==> src/rtl/alsu_gen_if.sv <==
// Operand/modifier inputs and result/status outputs of alsu_gen, grouped as one bus.
// The master drives operations; the slave (alsu_gen) returns results and error status.
interface alsu_gen_if #(
    parameter int unsigned WIDTH = 3
) ();
    logic                      valid_in;
    logic [2:0]                opcode;
    logic signed [WIDTH-1:0]   A;
    logic signed [WIDTH-1:0]   B;
    logic                      cin;
    logic                      serial_in;
    logic                      direction;
    logic                      red_op_A;
    logic                      red_op_B;
    logic                      bypass_A;
    logic                      bypass_B;
    logic signed [2*WIDTH-1:0] out;
    logic                      valid_out;
    logic [15:0]               leds;
    logic [7:0]                invalid_count;

    modport master (
        output valid_in, opcode, A, B, cin, serial_in, direction,
        output red_op_A, red_op_B, bypass_A, bypass_B,
        input  out, valid_out, leds, invalid_count
    );

    modport slave (
        input  valid_in, opcode, A, B, cin, serial_in, direction,
        input  red_op_A, red_op_B, bypass_A, bypass_B,
        output out, valid_out, leds, invalid_count
    );
endinterface

==> src/rtl/alsu_gen.sv <==
// Two-stage pipelined ALSU: stage 1 captures qualified inputs, stage 2 computes the
// 2*WIDTH result and runs the error FSM (blinking leds) and saturating invalid counter.
module alsu_gen #(
    parameter int unsigned WIDTH          = 3,
    parameter string       INPUT_PRIORITY = "A",
    parameter string       FULL_ADDER     = "ON",
    parameter int unsigned BLINK_DIV      = 1
) (
    input logic       clk,
    input logic       rst,
    alsu_gen_if.slave bus
);
    localparam int unsigned OW         = 2 * WIDTH;
    localparam bit          PRIO_A     = (INPUT_PRIORITY == "A");
    localparam bit          FA_ON      = (FULL_ADDER == "ON");
    localparam int unsigned CW         = (BLINK_DIV > 1) ? $clog2(BLINK_DIV) : 1;
    localparam logic [CW-1:0] BLINK_LAST = CW'(BLINK_DIV - 1);

    localparam logic [2:0] OpOr     = 3'd0;
    localparam logic [2:0] OpXor    = 3'd1;
    localparam logic [2:0] OpAdd    = 3'd2;
    localparam logic [2:0] OpMult   = 3'd3;
    localparam logic [2:0] OpShift  = 3'd4;
    localparam logic [2:0] OpRotate = 3'd5;

    typedef enum logic {StOk, StErr} state_e;

    // Stage 1
    logic             v1_q;
    logic [2:0]       op_q;
    logic [WIDTH-1:0] a_q, b_q;
    logic             cin_q, ser_q, dir_q, red_a_q, red_b_q, byp_a_q, byp_b_q;

    // Stage 2
    logic [OW-1:0] out_q, out_d;
    logic          valid_out_q;
    state_e        state_q, state_d;
    logic [15:0]   leds_q, leds_d;
    logic [CW-1:0] blink_q, blink_d;
    logic [7:0]    inv_cnt_q, inv_cnt_d;

    logic [OW-1:0]    a_ext, b_ext, op_res, res;
    logic [WIDTH-1:0] red_src;
    logic             reduce, invalid;

    always_ff @(posedge clk) begin
        if (rst) begin
            v1_q        <= 1'b0;
            op_q        <= '0;
            a_q         <= '0;
            b_q         <= '0;
            cin_q       <= 1'b0;
            ser_q       <= 1'b0;
            dir_q       <= 1'b0;
            red_a_q     <= 1'b0;
            red_b_q     <= 1'b0;
            byp_a_q     <= 1'b0;
            byp_b_q     <= 1'b0;
            out_q       <= '0;
            valid_out_q <= 1'b0;
            state_q     <= StOk;
            leds_q      <= '0;
            blink_q     <= '0;
            inv_cnt_q   <= '0;
        end else begin
            v1_q <= bus.valid_in;
            if (bus.valid_in) begin
                op_q    <= bus.opcode;
                a_q     <= bus.A;
                b_q     <= bus.B;
                cin_q   <= bus.cin;
                ser_q   <= bus.serial_in;
                dir_q   <= bus.direction;
                red_a_q <= bus.red_op_A;
                red_b_q <= bus.red_op_B;
                byp_a_q <= bus.bypass_A;
                byp_b_q <= bus.bypass_B;
            end
            out_q       <= out_d;
            valid_out_q <= v1_q;
            state_q     <= state_d;
            leds_q      <= leds_d;
            blink_q     <= blink_d;
            inv_cnt_q   <= inv_cnt_d;
        end
    end

    always_comb begin
        a_ext   = {{WIDTH{a_q[WIDTH-1]}}, a_q};
        b_ext   = {{WIDTH{b_q[WIDTH-1]}}, b_q};
        reduce  = red_a_q | red_b_q;
        red_src = (red_a_q && red_b_q) ? (PRIO_A ? a_q : b_q) : (red_a_q ? a_q : b_q);
        invalid = (op_q[2:1] == 2'b11) || (reduce && (op_q != OpOr) && (op_q != OpXor));

        op_res = '0;
        case (op_q)
            OpOr:     op_res = reduce ? {{(OW-1){1'b0}}, |red_src} : (a_ext | b_ext);
            OpXor:    op_res = reduce ? {{(OW-1){1'b0}}, ^red_src} : (a_ext ^ b_ext);
            OpAdd:    op_res = a_ext + b_ext + {{(OW-1){1'b0}}, cin_q & FA_ON};
            // Low OW bits of the product of sign-extended operands equal the signed product.
            OpMult:   op_res = a_ext * b_ext;
            OpShift:  op_res = dir_q ? {out_q[OW-2:0], ser_q} : {ser_q, out_q[OW-1:1]};
            OpRotate: op_res = dir_q ? {out_q[OW-2:0], out_q[OW-1]} : {out_q[0], out_q[OW-1:1]};
            default:  op_res = '0;
        endcase

        if (byp_a_q && byp_b_q) res = PRIO_A ? a_ext : b_ext;
        else if (byp_a_q)       res = a_ext;
        else if (byp_b_q)       res = b_ext;
        else if (invalid)       res = '0;
        else                    res = op_res;

        out_d = v1_q ? res : out_q;
    end

    always_comb begin
        state_d   = state_q;
        leds_d    = leds_q;
        blink_d   = blink_q;
        inv_cnt_d = inv_cnt_q;

        case (state_q)
            StOk: begin
                if (v1_q && invalid) begin
                    state_d = StErr;
                    leds_d  = 16'hFFFF;
                    blink_d = '0;
                end
            end
            StErr: begin
                if (v1_q && !invalid) begin
                    state_d = StOk;
                    leds_d  = '0;
                    blink_d = '0;
                end else if (blink_q == BLINK_LAST) begin
                    // A repeated invalid op keeps the running blink phase.
                    blink_d = '0;
                    leds_d  = ~leds_q;
                end else begin
                    blink_d = blink_q + CW'(1);
                end
            end
            default: state_d = StOk;
        endcase

        if (v1_q && invalid && (inv_cnt_q != 8'hFF)) inv_cnt_d = inv_cnt_q + 8'd1;
    end

    assign bus.out           = out_q;
    assign bus.valid_out     = valid_out_q;
    assign bus.leds          = leds_q;
    assign bus.invalid_count = inv_cnt_q;
endmodule

==> src/flat_wrapper.sv <==
// flat-port wrapper written by rule: the top's interface ports become plain ports
module alsu_gen_flat 
#(
    parameter int unsigned WIDTH          = 3,
    parameter string       INPUT_PRIORITY = " ",
    parameter string       FULL_ADDER     = "  ",
    parameter int unsigned BLINK_DIV      = 1
)
  (clk, rst, bus_valid_in, bus_opcode, bus_A, bus_B, bus_cin, bus_serial_in, bus_direction, bus_red_op_A, bus_red_op_B, bus_bypass_A, bus_bypass_B, bus_out, bus_valid_out, bus_leds, bus_invalid_count);
  alsu_gen_if #(.WIDTH(WIDTH)) bus_i ();
  input logic clk;
  input logic rst;
  input wire logic [$bits(bus_i.valid_in)-1:0] bus_valid_in;
  input wire logic [$bits(bus_i.opcode)-1:0] bus_opcode;
  input wire logic [$bits(bus_i.A)-1:0] bus_A;
  input wire logic [$bits(bus_i.B)-1:0] bus_B;
  input wire logic [$bits(bus_i.cin)-1:0] bus_cin;
  input wire logic [$bits(bus_i.serial_in)-1:0] bus_serial_in;
  input wire logic [$bits(bus_i.direction)-1:0] bus_direction;
  input wire logic [$bits(bus_i.red_op_A)-1:0] bus_red_op_A;
  input wire logic [$bits(bus_i.red_op_B)-1:0] bus_red_op_B;
  input wire logic [$bits(bus_i.bypass_A)-1:0] bus_bypass_A;
  input wire logic [$bits(bus_i.bypass_B)-1:0] bus_bypass_B;
  output wire logic [$bits(bus_i.out)-1:0] bus_out;
  output wire logic [$bits(bus_i.valid_out)-1:0] bus_valid_out;
  output wire logic [$bits(bus_i.leds)-1:0] bus_leds;
  output wire logic [$bits(bus_i.invalid_count)-1:0] bus_invalid_count;
  assign bus_i.valid_in = bus_valid_in;
  assign bus_i.opcode = bus_opcode;
  assign bus_i.A = bus_A;
  assign bus_i.B = bus_B;
  assign bus_i.cin = bus_cin;
  assign bus_i.serial_in = bus_serial_in;
  assign bus_i.direction = bus_direction;
  assign bus_i.red_op_A = bus_red_op_A;
  assign bus_i.red_op_B = bus_red_op_B;
  assign bus_i.bypass_A = bus_bypass_A;
  assign bus_i.bypass_B = bus_bypass_B;
  assign bus_out = bus_i.out;
  assign bus_valid_out = bus_i.valid_out;
  assign bus_leds = bus_i.leds;
  assign bus_invalid_count = bus_i.invalid_count;
  alsu_gen #(.WIDTH(WIDTH), .INPUT_PRIORITY(INPUT_PRIORITY), .FULL_ADDER(FULL_ADDER), .BLINK_DIV(BLINK_DIV)) u_core (.clk(clk), .rst(rst), .bus(bus_i));
endmodule
==> config.mk <==
export PLATFORM = sky130hd
export DESIGN_NAME = alsu_gen_flat
export DESIGN_NICKNAME = d
export VERILOG_FILES = /design/src/rtl/alsu_gen_if.sv /design/src/rtl/alsu_gen.sv /design/src/flat_wrapper.sv
export SDC_FILE = /design/constraint.sdc
export NUM_CORES = 1
export LEC_CHECK = 0
export CAP_MARGIN = 25
export CORE_ASPECT_RATIO = 1.5
export CORE_UTILIZATION = 60
export DETAILED_ROUTE_END_ITERATION = 8
export DONT_BUFFER_PORTS = 1
export GPL_TIMING_DRIVEN = 1
export MAX_ROUTING_LAYER = met4
export PLACE_DENSITY = 0.75
export SYNTH_ARGS = -nofsm -noshare
export SYNTH_HDL_FRONTEND = slang
export SYNTH_SLANG_ARGS = --single-unit
==> constraint.sdc <==
create_clock -name clk -period 4 [get_ports clk]
set_input_delay 0.6 -clock clk [delete_from_list [all_inputs] [get_ports clk]]
set_output_delay 0.6 -clock clk [all_outputs]
set_load 0.05 [all_outputs]
==> results by group <==
Synth
  • Avg Cell Area, Syn: 9.17 sq um
  • Area contributors post-synth: dfxtp_1 (36%), mux2i_1 (8.7%), nor2_1 (7.9%)
  • Async S/R FF share, synth: 0%
  • Synth cell types: 50
  • Nets in the synthesized netlist: 327
  • Area leader, netlist: dfxtp_1
  • Synth Cell Area: 2650 sq um
  • Top cell type's share of synthesized area: 36.3%
  • Post-synth EDFFs: 0
  • Most common flop cell mapped by yosys: dfxtp_1
  • Mapped Cells: 289
  • Sequential area share after synthesis: 36.3%
  • Yosys reg bits: 48
  • Ys Warns: 0

Power and ir drop
  • Pleak: 1.05 nW
  • Cell Int Power: 0.000674 W
  • Overall power: 0.000956 W
  • Switching pwr: 0.000283 W
  • Flop pwr share: 60.8%
  • Switching Fraction: 29.6%
  • Power per cell area: 352 nW/um^2
  • Peak supply drop: 0.357 mV
  • Power share of the clock group: 27.7%
  • Combinational power share: 11.5%

Layout
  • # fillers: 373
  • Share of cells above drive strength 1: 9.96%
  • Final core utilization: 64.0%
  • Final instance area: 2720 sq um
  • P&R area growth vs syn: 2.45%
  • Diodes inserted: 0
  • Register area: 961 sq um
  • Multi-input gate area: 1550 sq um
  • Nets: 319

Critical path
  • Worst setup SP type: flip-flop
  • CP max-delay cell: fa_1
  • Crit path cell chain: nand2_1, fa_1, inv_1, ha_1, ha_1, fa_1, xnor2_1, xnor2_1, xnor2_1, nand2_1, a311oi_2
  • R2r worst-path depth: 11
  • WP data arrival: 3250 ps
  • Most frequent CP cell: xnor2_1
  • WP data required: 4210 ps
  • Crit path launch: u_core.a_q[2]$_SDFFE_PP0P_
  • Max incr delay on CP: 560 ps
  • Reg2reg end: u_core.bus.out[5]$_SDFFE_PP0P_
  • Crit path max fanout: 9
  • Reg-to-reg startpoint: u_core.a_q[2]$_SDFFE_PP0P_
  • Reg2reg setup slack: 960 ps
  • Critical path endpoint: u_core.bus.out[5]$_SDFFE_PP0P_
  • Kind of critical path: reg2reg
  • CP endpoint kind: flip-flop

Clock network
  • CTS buffer count: 5
  • Clock Sink Count: 48
  • CTS tree: done
  • # resized after CTS: 0
  • Clk pin slew, worst setup/hold paths: 80 ps
  • # hold bufs at CTS: 0
  • CTS Root Cell: clkbuf_8
  • Clock Path Buffers: 2
  • Clock Latency Late Sink: 290 ps
  • CTS H-tree lvls: 2
  • Setup Buffers After CTS: 0

Global route
  • Initial antenna violation count: 0
  • First-pass GRT wire length: 8.24 mm
  • Vias in the first global route: 1,893
  • Total gr overflow: 0
  • GR Util All Layers: 22.6%
  • Largest net degree at the start of global routing: 46

Timing
  • Relative slew slack: 50.7%
  • Worst Clk Skew: 6.49 ps
  • Final hold violation count: 0
  • Tightest Pin Transition: 738 ps
  • Achievable frequency: 329 MHz
  • Max Transition Viols Final: 0
  • Endpoints failing setup: 0
  • Period utilization: 75.9%
  • Hold_ws: 372 ps
  • Final setup TNS: 0 ps
  • Minimum clock period: 3040 ps
  • RSZ-0062 raised after global routing: no

Drt
  • Post-DR vias/cell: 5.92
  • Routed WL per cell: 15.3 microns
  • Via count: 1,937
  • Drt total wl: 5.00 mm
  • DRC: 0
  • TritonRoute pass-1 iters: 4
  • Initial drt markers: 78
  • Final ANT Viol Nets: 0

Die
  • CORE AREA: 4250 sq um
  • Rows: 29
  • Chip height: 83.4 microns
  • Die W: 56.3 microns
  • Io pins: 50
  • Die ar.: 4690 sq um
  • Initial core utilization: 62.4%

Placement
  • IO Port Bufs: 0
  • Final GP Congestion: 0.850
  • DP Area: 2640 sq um
  • Hpwl dp: 3.66 mm

Outcome
  • Status: finished clean

Worst hold path
  • Worst min path class: in2reg

Job
  • Max-cap viol count: 0
metrics by stage:
step,cells,setup WS [ps]
6_report,327,962
5_1_grt,327,783
4_1_cts,327,926
3_5_place_dp,320,949
3_3_place_gp,320,1020
2_1_floorplan,289,1160
cells in the final DEF (no fill, tap or decap), drive strengths merged, types with 3 or more instances in the layout:
| cell | count |
|---|---|
| clkbuf | 6 |
| fa | 5 |
| o21ai | 7 |
| a211oi | 20 |
| a21oi | 11 |
| a31oi | 3 |
| nand2 | 14 |
| ha | 14 |
| nand3 | 6 |
| nor2b | 4 |
| dfxtp | 48 |
| nor2 | 56 |
| inv | 19 |
| mux2i | 23 |
| o22ai | 3 |
| xnor2 | 8 |
how the worst min path moves through the flow:
stage | from | end | slack (ps) | cells after the start
after floorplan | u_core.ser_q$_SDFFE_PP0P_ | u_core.ser_q$_SDFFE_PP0P_ | 460 | 2
after global placement | u_core.ser_q$_SDFFE_PP0P_ | u_core.ser_q$_SDFFE_PP0P_ | 480 | 2
after detailed placement | u_core.ser_q$_SDFFE_PP0P_ | u_core.ser_q$_SDFFE_PP0P_ | 490 | 2
after CTS | rst | u_core.v1_q$_SDFF_PP0_ | 360 | 1
after global routing | rst | u_core.bus.out[1]$_SDFFE_PP0P_ | 350 | 1
final | rst | u_core.bus.leds[13]$_SDFFE_PP0P_ | 370 | 1
area by class of cell:
type | instances | area share [%]
Sequential cell | 48 | 35.4
Tap cell | 46 | 2.12
Clock inverter | 1 | 0.184
Multi-Input combinational cell | 207 | 57.0
Inverter | 19 | 2.63
Clock buffer | 6 | 2.67
power groups by stage:
stage               registers (W)  clock network (W)  logic (W)
detailed placement       0.000593                  0   0.000110
CTS                      0.000582           0.000275   0.000111
finish                   0.000582           0.000265   0.000110
global route             0.000586           0.000294   0.000125
global placement         0.000593                  0   0.000106
floorplan                0.000577                  0   0.000113
flip-flops by register name (all words and copies together) (netlist names), 3 cells and up, named ones only:
name                      count
u_core.b_q                    3
u_core.bus.invalid_count      8
u_core.op_q                   3
u_core.bus.out                6
u_core.bus.leds              16
u_core.a_q                    3
cell families after synthesis:
group / count (synthesis) / share of synthesized area (%)
buffers and inverters: 34 / 5.34
muxes: 23 / 8.69
DFF: 48 / 36.3
adders and majority gates: 19 / 10.4
xor gates and xnor gates: 10 / 3.31
and+or+nand+nor: 94 / 16.3
AOI/OAI and AO/OA: 61 / 19.7
critical path, delay by kind of cell (launching register included):
| family | cells | cell delay (ps) |
|---|---|---|
| adder cells (fa/ha/maj) | 4 | 1430 |
| XOR/XNOR | 3 | 460 |
| buffers and inverters | 1 | 40 |
| AND/OR/NAND/NOR | 2 | 290 |
| AO/OA/AOI/OAI | 1 | 230 |
| flip-flops | 1 | 510 |
synth_stat cells, types with 4 or more instances:
cell type,instances
a21oi_1,9
ha_1,14
nor2_1,56
inv_1,19
nand2_1,14
a211oi_1,9
xnor2_1,8
fa_1,5
buf_2,5
clkbuf_1,7
dfxtp_1,48
nor2b_1,4
o21ai_0,4
a211oi_2,11
mux2i_1,23
nand3_1,6
metal layers:
layer / vias up / wire length, microns / track usage, %
li1: 989 / - / -
met1: 895 / 2090 / 23.7
met5: - / 0 / -
met2: 47 / 2610 / 40.4
met4: 0 / 88 / 9.53
met3: 6 / 216 / 4.52
(Power assumes the default switching activity.)
